$ cat config.mk
export PLATFORM = sky130hd
export DESIGN_NAME = rd_req_issuer
export DESIGN_NICKNAME = d
export VERILOG_FILES = /design/src/rtl/rd_req_issuer.sv
export SDC_FILE = /design/constraint.sdc
export NUM_CORES = 1
export LEC_CHECK = 0
export ABC_AREA = 1
export BUFFER_PORTS_ARGS = -buffer_cell sky130_fd_sc_hd__buf_2
export CAP_MARGIN = 20
export CORE_ASPECT_RATIO = 1.25
export CORE_MARGIN = 1
export CORE_UTILIZATION = 50
export CTS_BUF_LIST = sky130_fd_sc_hd__clkbuf_16
export DETAILED_ROUTE_END_ITERATION = 16
export PLACE_DENSITY = 0.78
export SYNTH_ARGS = -nofsm -noshare
export SYNTH_HDL_FRONTEND = slang
export SYNTH_SLANG_ARGS = --single-unit
$ cat constraint.sdc
create_clock -name clk -period 10.5 [get_ports clk]
set_input_delay 2.1 -clock clk [delete_from_list [all_inputs] [get_ports clk]]
set_output_delay 2.1 -clock clk [all_outputs]
set_load 0.02 [all_outputs]
$ cat src/rtl/rd_req_issuer.sv
// Source-data read initiator: pops job descriptors, splits each job into page-safe,
// MAX_BEATS-bounded bursts on a valid/ready read-address channel and tags every accepted burst.
module rd_req_issuer #(
  parameter int BEAT_BYTES = 64,
  parameter int MAX_BEATS  = 64,
  parameter int PAGE_BYTES = 4096
) (
  input  logic        clk,
  input  logic        srst,
  input  logic        job_valid,
  output logic        job_rd,
  input  logic [63:0] job_src_addr,
  input  logic [25:0] job_rd_length,
  input  logic [15:0] job_id,
  output logic        ar_valid,
  input  logic        ar_ready,
  output logic [63:0] ar_addr,
  output logic [7:0]  ar_len,
  output logic        tag_wr,
  output logic [15:0] tag_job_id,
  input  logic        tag_almost_full,
  output logic        job_done,
  output logic        busy
);

  localparam int          BEAT_SH   = $clog2(BEAT_BYTES);
  localparam logic [63:0] BEAT_MASK = 64'(BEAT_BYTES - 1);
  localparam logic [63:0] PAGE_MASK = 64'(PAGE_BYTES - 1);

  typedef enum logic [1:0] {IDLE, CALC, ISSUE} state_t;

  state_t      state;
  state_t      state_nxt;
  logic [63:0] cur_addr;
  logic [21:0] beats_left;
  logic [15:0] cur_id;
  logic [8:0]  n_q;
  logic [27:0] beat_sum;
  logic [63:0] to_page;
  logic [8:0]  n_calc;
  logic        accept;
  logic        last_burst;

  // Burst size is the tightest of: beats remaining, burst cap, beats to page end.
  function automatic logic [8:0] burst_beats(input logic [21:0] left, input logic [63:0] room);
    logic [63:0] n;
    n = 64'(left);
    if (n > 64'(MAX_BEATS)) n = 64'(MAX_BEATS);
    if (room < n) n = room;
    return 9'(n);
  endfunction

  assign beat_sum   = 28'(job_src_addr & BEAT_MASK) + 28'(job_rd_length) + 28'(BEAT_BYTES - 1);
  assign to_page    = (64'(PAGE_BYTES) - (cur_addr & PAGE_MASK)) >> BEAT_SH;
  assign n_calc     = burst_beats(beats_left, to_page);
  assign accept     = ar_valid && ar_ready;
  assign last_burst = (beats_left == 22'(n_q));
  assign tag_wr     = accept;
  assign tag_job_id = cur_id;

  always_ff @(posedge clk) begin
    if (srst) state <= IDLE;
    else      state <= state_nxt;
  end

  always_comb begin
    state_nxt = state;
    job_rd    = 1'b0;
    ar_valid  = 1'b0;
    busy      = 1'b1;
    case (state)
      IDLE: begin
        busy   = 1'b0;
        job_rd = job_valid && !srst;
        if (job_valid) state_nxt = (job_rd_length == '0) ? IDLE : CALC;
      end
      CALC: begin
        if (!tag_almost_full) state_nxt = ISSUE;
      end
      ISSUE: begin
        ar_valid = 1'b1;
        if (ar_valid && ar_ready) state_nxt = last_burst ? IDLE : CALC;
      end
      default: state_nxt = IDLE;
    endcase
  end

  // Externally visible registers come out of reset at zero.
  always_ff @(posedge clk) begin
    if (srst) begin
      cur_id   <= '0;
      ar_addr  <= '0;
      ar_len   <= '0;
      job_done <= 1'b0;
    end else begin
      job_done <= 1'b0;
      case (state)
        IDLE: if (job_valid) begin
          cur_id   <= job_id;
          job_done <= (job_rd_length == '0);
        end
        CALC: begin
          ar_addr <= cur_addr;
          ar_len  <= 8'(n_calc - 9'd1);
        end
        ISSUE: if (accept) job_done <= last_burst;
        default: ;
      endcase
    end
  end

  // Working address/beat counters; only meaningful once a job has been captured.
  always_ff @(posedge clk) begin
    case (state)
      IDLE: if (job_valid) begin
        cur_addr   <= job_src_addr & ~BEAT_MASK;
        beats_left <= 22'(beat_sum >> BEAT_SH);
      end
      CALC: n_q <= n_calc;
      ISSUE: if (accept) begin
        cur_addr   <= cur_addr + (64'(n_q) << BEAT_SH);
        beats_left <= beats_left - 22'(n_q);
      end
      default: ;
    endcase
  end

endmodule

==> metrics.md <==
| Metric | Value |
|---|---|
| Status | completed |
| Power Density | roughly 170 mW/mm2 |
| H-Tree Depth | 4 |
| CTS Buf Count | 17 |
| CP endpoint | job_rd |
| RR Startpoint | n_q[0] |
| CTS sink count | around 170 |
| Synthesized area per cell | around 7.5 um2 |
| Largest family of logic cells by synthesized area | simple AND/OR/NAND/NOR gates |
| Starting Density | 0.514 |
| Fin util | 0.601 |
| Slew HR | 0.263 |
| Synth Area in Compound Gates | 0.129 |
| Vias post-DR | about 9,900 |
| Worst slack, placed | 5080 ps |
| P_leak | ~5.6 nW |
| Placer Congestion | ~0.94 |
| Synth area leaders | edfxtp_1 26%, dfxtp_1 16%, nand2_1 9.1% |
| Worst skew pair latency | approximately 440 ps |
| Clock Tree Buf Depth | 2 |
| Die width | between 100 and 150 um |
| Placed insts | roughly 1,800 |
| Hold_ws | 481 ps |
| RSZ-0062 raised after global routing | no |
| Max Clock Freq | around 180 MHz |
| Worst R2R End | cur_addr[42] |
| Syn Inst Count | ~1,400 |
| Critical Path RT | roughly 8400 ps |
| DRC Markers | 0 |
| # hold bufs at CTS | 0 |
| I/O Pins | a little over 200 |
| Clock transition at the registers of the reported paths | 60 ps |
| Grt total ovfl | 0 |
| Post-route setup slack | around 5000 ps |
| Logic gate share of total power | 0.280 |
| Sw Ratio | 0.354 |
| Min-delay worst type | register to register |
| Actual slew at the worst max-slew pin | about 1100 ps |
| Fin. Hold Viols | 0 |
| Final Instance Area | 0.0122 mm2 |
| CP Launch Type | primary input |
| Switching power total | about 750 uW |
| Post-synthesis mux area share | 0.00192 |
| Sequential share of power | 0.428 |
| TNS Setup | 0 ps |
| Area Overhead vs Synth | 16.9% |
| Crit path from | job_valid |
| DRT Pass-1 Iters | 5 |
| Initial antenna violation count | 0 |
| EDFF count, synth | 89 |
| Drt total wl | between 20 and 30 mm |
| Initial DRC Count | about 820 |
| Die extent in y | around 160 um |
| DP Wirelength | ~21 mm |
| Crit-path max FO | 19 |
| Wirelength per Cell | 15.1 um |
| CP Data Arrival Time | 3330 ps |
| Root Driver | clkbuf_16 |
| Final slew viol count | 0 |
| Worst Hold Depth | 2 |
| Ys Warns | 0 |
| # setup viols final | 0 |
| Final min period | between 5000 and 6000 ps |
| Post-synth top flop | edfxtp_1 |
| First-pass GRT wire length | 45.3 mm |
| Design Power | 2.12 mW |
| Layout net count | between 1,500 and 2,000 |
| ANT nets after route | 0 |
| Largest net degree at the start of global routing | 91 |
| Number of setup buffers added after CTS | 0 |
| Crit end category | primary output |
| Port buffer count | 197 |
| Most frequent cells after synthesis | 253 x nand2_1, 210 x nor2_1, 184 x inv_1 |
| GRT Total Usage | 0.266 |
| Ant diodes | 0 |
| Synth area leader | edfxtp_1 |
| Xor-xnor portion of the synthesized cell area | 0.0453 |
| Post-CTS resize count | 0 |
| Sequential fraction of the synthesis area | 0.419 |
| Number of global-route vias before repair | 9,164 |
| Critical path type | primary input to primary output |
| Synth Area in Adders | 0.0470 |
| Synth top area share | 0.256 |
| Total Die Area | 0.0215 mm2 |
| Post-Synth Simple-Gate Area | 0.269 |
| Post-synth cell types | 51 |
| Internal power | 1.37 mW |
| Via density | 5.32 |
| Maximum vdd drop | 120 uV |
| Non-Filler Instances | approximately 1,900 |
| R2r worst-path depth | 15 |
| Row cnt | 58 |
| Most frequent cell after synthesis | nand2_1 |
| Placed cell areas | roughly 0.012 mm2 |
| Fin Clk Skew | 13.8 ps |
| TritonCTS clock tree | built |
| Layout cell share with drive strength beyond 1 | 0.178 |
| Clk pwr share | 0.292 |
| Max_cap viols | 0 |
| Post-synthesis cell area | between 0.01 and 0.015 mm2 |
| Final period utilization | 0.517 |
| R2R setup slack | roughly 6900 ps |
| Synthesized flop and latch total | roughly 170 |
| Async SR Flop Fraction | 0 |
| Core area | between 0.02 and 0.025 mm2 |
[power by group through the flow]
stage | clock [mW] | combinational (mW) | sequential, mW
after floorplan | 0 | 0.364 | 0.971
after global placement | 0 | 0.579 | 0.917
after detailed placement | 0 | 0.589 | 0.918
after CTS | 0.627 | 0.593 | 0.905
after global routing | 0.654 | 0.662 | 0.917
final | 0.619 | 0.593 | 0.906
[cells in the final DEF, fill, tap and decap left out, types with 4 or more instances in the layout]
cell type,netlist,routed
o21ai_0,136,135
o31ai_1,5,5
a31oi_1,15,15
conb_1,1,8
nand3_1,62,62
nor2_4,3,4
nand4_1,32,32
a21oi_2,4,4
a21oi_1,64,64
nand2_2,11,11
dfxtp_1,85,85
o211ai_1,5,5
buf_4,6,6
xor2_1,36,36
nor2_1,210,209
nor2_2,13,13
xnor2_1,18,18
nor3_1,28,28
nand2_1,253,253
buf_2,3,197
ha_1,36,36
clkbuf_16,0,19
nor4_1,17,17
inv_6,0,4
inv_1,184,183
edfxtp_1,89,89
[state kept, by name (all words and copies together) (netlist names)]
name / cells
ar_addr: 58
cur_addr: 58
beats_left: 22
tag_job_id: 16
n_q: 9
ar_len: 8
state: 2
job_done: 1
[critical path, stage by stage]
cell and delay [ps]:
buf_2 80, inv_1 40, nor2_1 100, buf_4 190
clkinv_1 420, nor2_1 200, buf_2 190
[metal layers]
metal,global-route usage,vias up,routed length [um]
met5,0,-,0
met2,0.453,349,13300
li1,-,4968,-
met4,0.0893,0,490
met3,0.0403,36,1890
met1,0.346,4548,12500
[kinds of logic after synthesis]
| logic type | Yosys count |
|---|---|
| DFF | 174 |
| xor gates and xnor gates | 54 |
| other | 1 |
| muxes | 2 |
| buffers and inverters | 235 |
| and+or+nand+nor | 645 |
| AOI/OAI and AO/OA | 247 |
| adders and majority gates | 38 |
[final cells by class]
type | count | area [um2]
Sequential cell | 174 | 4370
Inverter | 187 | 703
Tap cell | 270 | 338
Multi-Input combinational cell | 994 | 5190
Clock inverter | 13 | 98.8
Fill cell | 1904 | 8110
Timing Repair Buffer | 203 | 1030
Clock buffer | 19 | 475
[how the worst min path moves through the flow]
stage	start	to	slack (ps)
detailed placement	ar_addr[11]	ar_addr[11]	470
floorplan	cur_addr[62]	ar_addr[62]	490
CTS	ar_addr[11]	ar_addr[11]	480
global route	ar_addr[20]	ar_addr[20]	500
finish	ar_addr[16]	ar_addr[16]	480
global placement	ar_addr[22]	ar_addr[22]	460
(Power assumes the default switching activity.)
